**src/rtl/multi_cycle_ctrl_pkg.sv**
```systemverilog
// multi_cycle_ctrl_pkg: shared state, opcode, ALU_OP and mux encodings for the multi-cycle controller.
package multi_cycle_ctrl_pkg;
  typedef enum logic [2:0] {FETCH, DECODE, EXEC, MEM, WB} state_t;
  localparam logic [5:0] OP_RTYPE = 6'b000000;
  localparam logic [5:0] OP_LW    = 6'b100011;
  localparam logic [5:0] OP_SW    = 6'b101011;
  localparam logic [5:0] OP_BEQ   = 6'b000100;
  localparam logic [5:0] OP_ADDI  = 6'b001000;
  localparam logic [5:0] OP_ORI   = 6'b001101;
  localparam logic [5:0] OP_J     = 6'b000010;
  localparam logic [1:0] ALU_ADD   = 2'b00;
  localparam logic [1:0] ALU_SUB   = 2'b01;
  localparam logic [1:0] ALU_OR    = 2'b10;
  localparam logic [1:0] ALU_FUNCT = 2'b11;
  localparam logic [1:0] SRCB_RT     = 2'b00;
  localparam logic [1:0] SRCB_FOUR   = 2'b01;
  localparam logic [1:0] SRCB_IMM    = 2'b10;
  localparam logic [1:0] SRCB_IMM_SH = 2'b11;
  localparam logic [1:0] PC_ALU    = 2'b00;
  localparam logic [1:0] PC_ALUOUT = 2'b01;
  localparam logic [1:0] PC_JUMP   = 2'b10;
  typedef struct packed {
    logic       mem_req;
    logic       mem_we;
    logic       iord;
    logic       ir_write;
    logic       pc_write;
    logic [1:0] pc_src;
    logic [1:0] alu_op;
    logic       alu_src_a;
    logic [1:0] alu_src_b;
    logic       reg_write;
    logic       reg_dst;
    logic       mem_to_reg;
    logic       illegal_op;
  } ctrl_t;
endpackage

```
**src/rtl/mc_opcode_decode.sv**
```systemverilog
// mc_opcode_decode: maps a 6-bit opcode to one-hot instruction class flags.
module mc_opcode_decode
  import multi_cycle_ctrl_pkg::*;
(
  input  logic [5:0] opcode,
  output logic       is_r,
  output logic       is_lw,
  output logic       is_sw,
  output logic       is_beq,
  output logic       is_addi,
  output logic       is_ori,
  output logic       is_j,
  output logic       is_illegal
);
  assign is_r       = opcode == OP_RTYPE;
  assign is_lw      = opcode == OP_LW;
  assign is_sw      = opcode == OP_SW;
  assign is_beq     = opcode == OP_BEQ;
  assign is_addi    = opcode == OP_ADDI;
  assign is_ori     = opcode == OP_ORI;
  assign is_j       = opcode == OP_J;
  assign is_illegal = ~|{is_r, is_lw, is_sw, is_beq, is_addi, is_ori, is_j};
endmodule

```
**src/rtl/multi_cycle_ctrl.sv**
```systemverilog
// multi_cycle_ctrl: FETCH/DECODE/EXEC/MEM/WB control FSM with memory handshake and retire counter.
module multi_cycle_ctrl
  import multi_cycle_ctrl_pkg::*;
#(
  parameter int CNT_W = 32
) (
  input  logic             clk,
  input  logic             rst_n,
  input  logic [5:0]       opcode,
  input  logic             alu_zero,
  input  logic             mem_ready,
  output logic             mem_req,
  output logic             mem_we,
  output logic             iord,
  output logic             ir_write,
  output logic             pc_write,
  output logic [1:0]       pc_src,
  output logic [1:0]       ALU_OP,
  output logic             alu_src_a,
  output logic [1:0]       alu_src_b,
  output logic             reg_write,
  output logic             reg_dst,
  output logic             mem_to_reg,
  output logic             illegal_op,
  output logic [CNT_W-1:0] retire_cnt
);
  state_t state, state_nx;
  logic [5:0] op_q, op_sel;
  logic retire;
  logic is_r, is_lw, is_sw, is_beq, is_addi, is_ori, is_j, is_illegal;
  ctrl_t c, o;
  // DECODE sees the live IR field; later states use the copy captured in DECODE
  assign op_sel = state == DECODE ? opcode : op_q;
  mc_opcode_decode u_dec (
    .opcode(op_sel), .is_r(is_r), .is_lw(is_lw), .is_sw(is_sw), .is_beq(is_beq),
    .is_addi(is_addi), .is_ori(is_ori), .is_j(is_j), .is_illegal(is_illegal)
  );
  always_ff @(posedge clk or negedge rst_n)
    if (!rst_n) begin
      state      <= FETCH;
      op_q       <= '0;
      retire_cnt <= '0;
    end else begin
      state <= state_nx;
      if (state == DECODE) op_q <= opcode;
      if (retire) retire_cnt <= retire_cnt + CNT_W'(1);
    end
  always_comb begin
    c        = '0;
    state_nx = state;
    retire   = 1'b0;
    case (state)
      FETCH: begin
        c.mem_req   = 1'b1;
        c.alu_src_b = SRCB_FOUR;
        c.alu_op    = ALU_ADD;
        c.ir_write  = mem_ready;
        c.pc_write  = mem_ready;
        c.pc_src    = PC_ALU;
        state_nx    = mem_ready ? DECODE : FETCH;
      end
      DECODE: begin
        c.alu_src_b  = SRCB_IMM_SH;
        c.pc_write   = is_j;
        c.pc_src     = is_j ? PC_JUMP : PC_ALU;
        c.illegal_op = is_illegal;
        retire       = is_j;
        state_nx     = (is_j | is_illegal) ? FETCH : EXEC;
      end
      EXEC: begin
        c.alu_src_a = 1'b1;
        c.alu_src_b = (is_r | is_beq) ? SRCB_RT : SRCB_IMM;
        c.alu_op    = is_r ? ALU_FUNCT : is_beq ? ALU_SUB : is_ori ? ALU_OR : ALU_ADD;
        c.pc_src    = is_beq ? PC_ALUOUT : PC_ALU;
        c.pc_write  = is_beq & alu_zero;
        retire      = is_beq;
        state_nx    = (is_r | is_addi | is_ori) ? WB : (is_lw | is_sw) ? MEM : FETCH;
      end
      MEM: begin
        c.mem_req = 1'b1;
        c.iord    = 1'b1;
        c.mem_we  = is_sw;
        retire    = mem_ready & is_sw;
        state_nx  = !mem_ready ? MEM : is_sw ? FETCH : WB;
      end
      WB: begin
        c.reg_write  = 1'b1;
        c.reg_dst    = is_r;
        c.mem_to_reg = is_lw;
        retire       = 1'b1;
        state_nx     = FETCH;
      end
      default: state_nx = FETCH;
    endcase
  end
  // reset forces every output low without waiting for a clock
  assign o          = rst_n ? c : '0;
  assign mem_req    = o.mem_req;
  assign mem_we     = o.mem_we;
  assign iord       = o.iord;
  assign ir_write   = o.ir_write;
  assign pc_write   = o.pc_write;
  assign pc_src     = o.pc_src;
  assign ALU_OP     = o.alu_op;
  assign alu_src_a  = o.alu_src_a;
  assign alu_src_b  = o.alu_src_b;
  assign reg_write  = o.reg_write;
  assign reg_dst    = o.reg_dst;
  assign mem_to_reg = o.mem_to_reg;
  assign illegal_op = o.illegal_op;
endmodule
```
**config.mk**
```make
export PLATFORM = sky130hd
export DESIGN_NAME = multi_cycle_ctrl
export DESIGN_NICKNAME = d
export VERILOG_FILES = /design/src/rtl/multi_cycle_ctrl_pkg.sv /design/src/rtl/mc_opcode_decode.sv /design/src/rtl/multi_cycle_ctrl.sv
export SDC_FILE = /design/constraint.sdc
export NUM_CORES = 1
export LEC_CHECK = 0
export BUFFER_PORTS_ARGS = -buffer_cell sky130_fd_sc_hd__buf_2
export CAP_MARGIN = 20
export CORE_MARGIN = 2
export CORE_UTILIZATION = 47
export CTS_BUF_LIST = sky130_fd_sc_hd__clkbuf_8 sky130_fd_sc_hd__clkbuf_16
export DETAILED_ROUTE_END_ITERATION = 10
export PLACE_DENSITY = 0.71
export SLEW_MARGIN = 30
export SYNTH_ARGS = -nofsm -noshare
export SYNTH_HDL_FRONTEND = slang
export SYNTH_SLANG_ARGS = --single-unit
export TNS_END_PERCENT = 10
```
**constraint.sdc**
```tcl
create_clock -name clk -period 6.1 [get_ports clk]
set_input_delay 0.305 -clock clk [delete_from_list [all_inputs] [get_ports clk]]
set_output_delay 0.305 -clock clk [all_outputs]
set_load 0.01 [all_outputs]
```
==> reports/results.ini <==
[outcome]
status=finished clean

[power_and_ir_drop]
pwr_density_cell_mw_per_mm2=233
sequentialPowerShare_pct=48.3
power.leakage_nw=1.49
swShare_pct=30.5
power_switching_w=0.000206
clkPwrFrac_pct=34.3
p_int_w=0.000468
comb_power_share_pct=17.4
peakVddDrop_mv=0.141

[place]
place.port_buffers=57
gp_congestion=0.943
placed_area_mm2=0.00277
dp_hpwl_um=3930

[timing]
layout_min_cycle_time_ns=3.06
fin_skew_ns=0.00937
rsz0062_at_grt=no
setup_tns_ns=0
hold_violations=0
fmax_mhz=327
finalSetupViolCount=0
max_slew_margin_pct=53.0
drv_slew=0
finalCritPeriodShare_pct=50.1
worst_slew_pin_slew_ns=0.705

[worst_setup_path]
required_ns=6.29
reg2reg_slack_ns=3.04
rr_endpoint=retire_cnt[1]$_DFFE_PN0P_
r2r-start=state[0]$_DFF_PN0_
crit_type=reg2reg
rr_worst_depth=6
critPathMaxFanout=32
cp-start-kind=flip-flop
crit_start=state[0]$_DFF_PN0_
critPathCapture=retire_cnt[1]$_DFFE_PN0P_
end_kind=flip-flop
arrival_ns=3.25

[clock_tree]
path_clk_slew_ns=0.09
post_cts_buffers=0
ctsHoldBuffers=0
clk_path_buf_depth=2
numClockSinks=41
clockRootBuffer=clkbuf_8
clock_latency_ns=0.29
cts-buffers-inserted=5
cts-resized-gates=0
cts_tree=yes
cts_max_level=2

[synth]
yosys.cell_count.top_type=dfrtp_1
synth_edf_count=0
yosys_warnings=0
synth_area_mm2=0.00243
synthTopCellsByArea=dfrtp_1 42%, xor2_1 10%, nand2_1 5.1%, nor3_1 3.3%, nand3_1 3.1%
syn_avg_cell_area_um2=9.39
synth.distinct_cells=48
ys_ff_latch=41
yosysSeqAreaShare_pct=42.2
synth.top_cell.area_share_pct=42.2
synth_nets=270
yosys.area.top_type=dfrtp_1
async_flop_share_pct=100
syn_inst=259
yosys-top-cells-count=41 x dfrtp_1, 33 x nand2_1, 29 x xor2_1
ys.flop_type=dfrtp_1

[final_layout]
drive_gt1_share_pct=26.4
antenna_cells=0
area_growth_pct=19.0
nets=324
final_cell_area_mm2=0.00289

[floorplanning]
start_util_pct=48.2
rows=26
die_h_um=75.9
core_area_mm2=0.00504
io_pins=58
die_w_um=75.9
dieArea_mm2=0.00576

[flow_run]
maxCapViolCount=0

[global_route]
grt_max_degree=51
grtUsageTotal_pct=20.1
grt_pass1_vias=1995
grt_overflow=0
antenna_found_initial=0
grt_pass1_wl_um=9600

[detailed_routing]
drc=0
routed_wl_um=5580
drtIter0Drc=146
antenna_left=0
firstDrtPassIters=4
wl_per_cell_um=14.5
avgViaCountPerCell=5.48
vias=2106

[hold_path]
min_path_type=in2async

## power groups by stage
stage	registers, W	logic (W)	clock network (W)
2_1_floorplan	0.000315	0.0000874	0
3_3_place_gp	0.000330	0.000116	0
3_5_place_dp	0.000331	0.000118	0
4_1_cts	0.000325	0.000118	0.000237
5_1_grt	0.000329	0.000131	0.000248
6_report	0.000326	0.000117	0.000231
## cell usage in the layout (no fill, tap or decap), types with 7 or more instances in the layout
| cell type | count |
|---|---|
| and3_1 | 10 |
| dfrtp_1 | 41 |
| nand3_1 | 15 |
| xor2_1 | 29 |
| buf_2 | 56 |
| nand4_1 | 7 |
| nor2_1 | 19 |
| nand2_1 | 33 |
| nor3_1 | 16 |
## how the worst min path moves through the flow
| stage | depth (start not counted) | slack (ns) | to |
|---|---|---|---|
| after floorplan | 0 | 0.009 | op_q[0]$_DFF_PN0_ |
| after global placement | 1 | 0.45 | retire_cnt[31]$_DFFE_PN0P_ |
| after detailed placement | 1 | 0.35 | retire_cnt[24]$_DFFE_PN0P_ |
| after CTS | 1 | 0.03 | retire_cnt[24]$_DFFE_PN0P_ |
| after global routing | 1 | 0.06 | retire_cnt[24]$_DFFE_PN0P_ |
| final | 1 | 0.01 | retire_cnt[24]$_DFFE_PN0P_ |
## through the flow
stage / power, W / utilization [%] / hold slack [ns] / cells / worst slack, ns
6_report: 0.000674 / 57.4 / 0.0104 / 384 / 3.04
5_1_grt: 0.000709 / 57.4 / 0.0572 / 384 / 2.83
4_1_cts: 0.000680 / 57.4 / 0.0272 / 384 / 3.03
3_5_place_dp: 0.000448 / 55.0 / 0.351 / 376 / 3.04
3_3_place_gp: 0.000446 / 55.0 / 0.452 / 376 / 3.14
2_1_floorplan: 0.000403 / - / 0.00941 / 259 / 3.64
## registers in the layout, summed over array words and instances, names as in the netlist
| signal | count |
|---|---|
| retire_cnt | 32 |
| op_q | 6 |
| state | 3 |
## routing by layer
metal | GRT usage [%] | up-vias | part of all wire, %
li1 | - | 1038 | -
met1 | 29.8 | 1002 | 50
met2 | 29.4 | 60 | 44
met3 | 4.29 | 6 | 4.8
met4 | 6.18 | 0 | 0.97
met5 | 0 | - | 0
## kinds of logic (layout without fill, tap and decap cells)
| group | after synthesis | in the layout | synth area share (%) |
|---|---|---|---|
| buf+inv | 12 | 67 | 2.32 |
| fa+ha+maj | 1 | 1 | 0.515 |
| simple gates | 142 | 142 | 34.0 |
| mux | 4 | 4 | 1.80 |
| flops | 41 | 41 | 42.2 |
| compound gates | 28 | 28 | 8.03 |
| xor+xnor | 31 | 31 | 11.2 |
## layout make-up
type                       instances  area, um2
clock inverter                     2       37.5
sequential                        41       1030
timing repair buffer              58        295
clock buffer                       6       82.6
fill                             458       2150
tap                               70       87.6
multi-input combinational        206       1360
inverter                           1       3.75
## worst max-delay path, cell delays in order, from the launching register on
cell	delay, ns
dfrtp_1	0.63
nor3b_4	0.69
mux2_2	0.41
and3_1	0.24
a2111oi_4	0.20
buf_4	0.39
mux2_2	0.37
(Power assumes the default switching activity.)
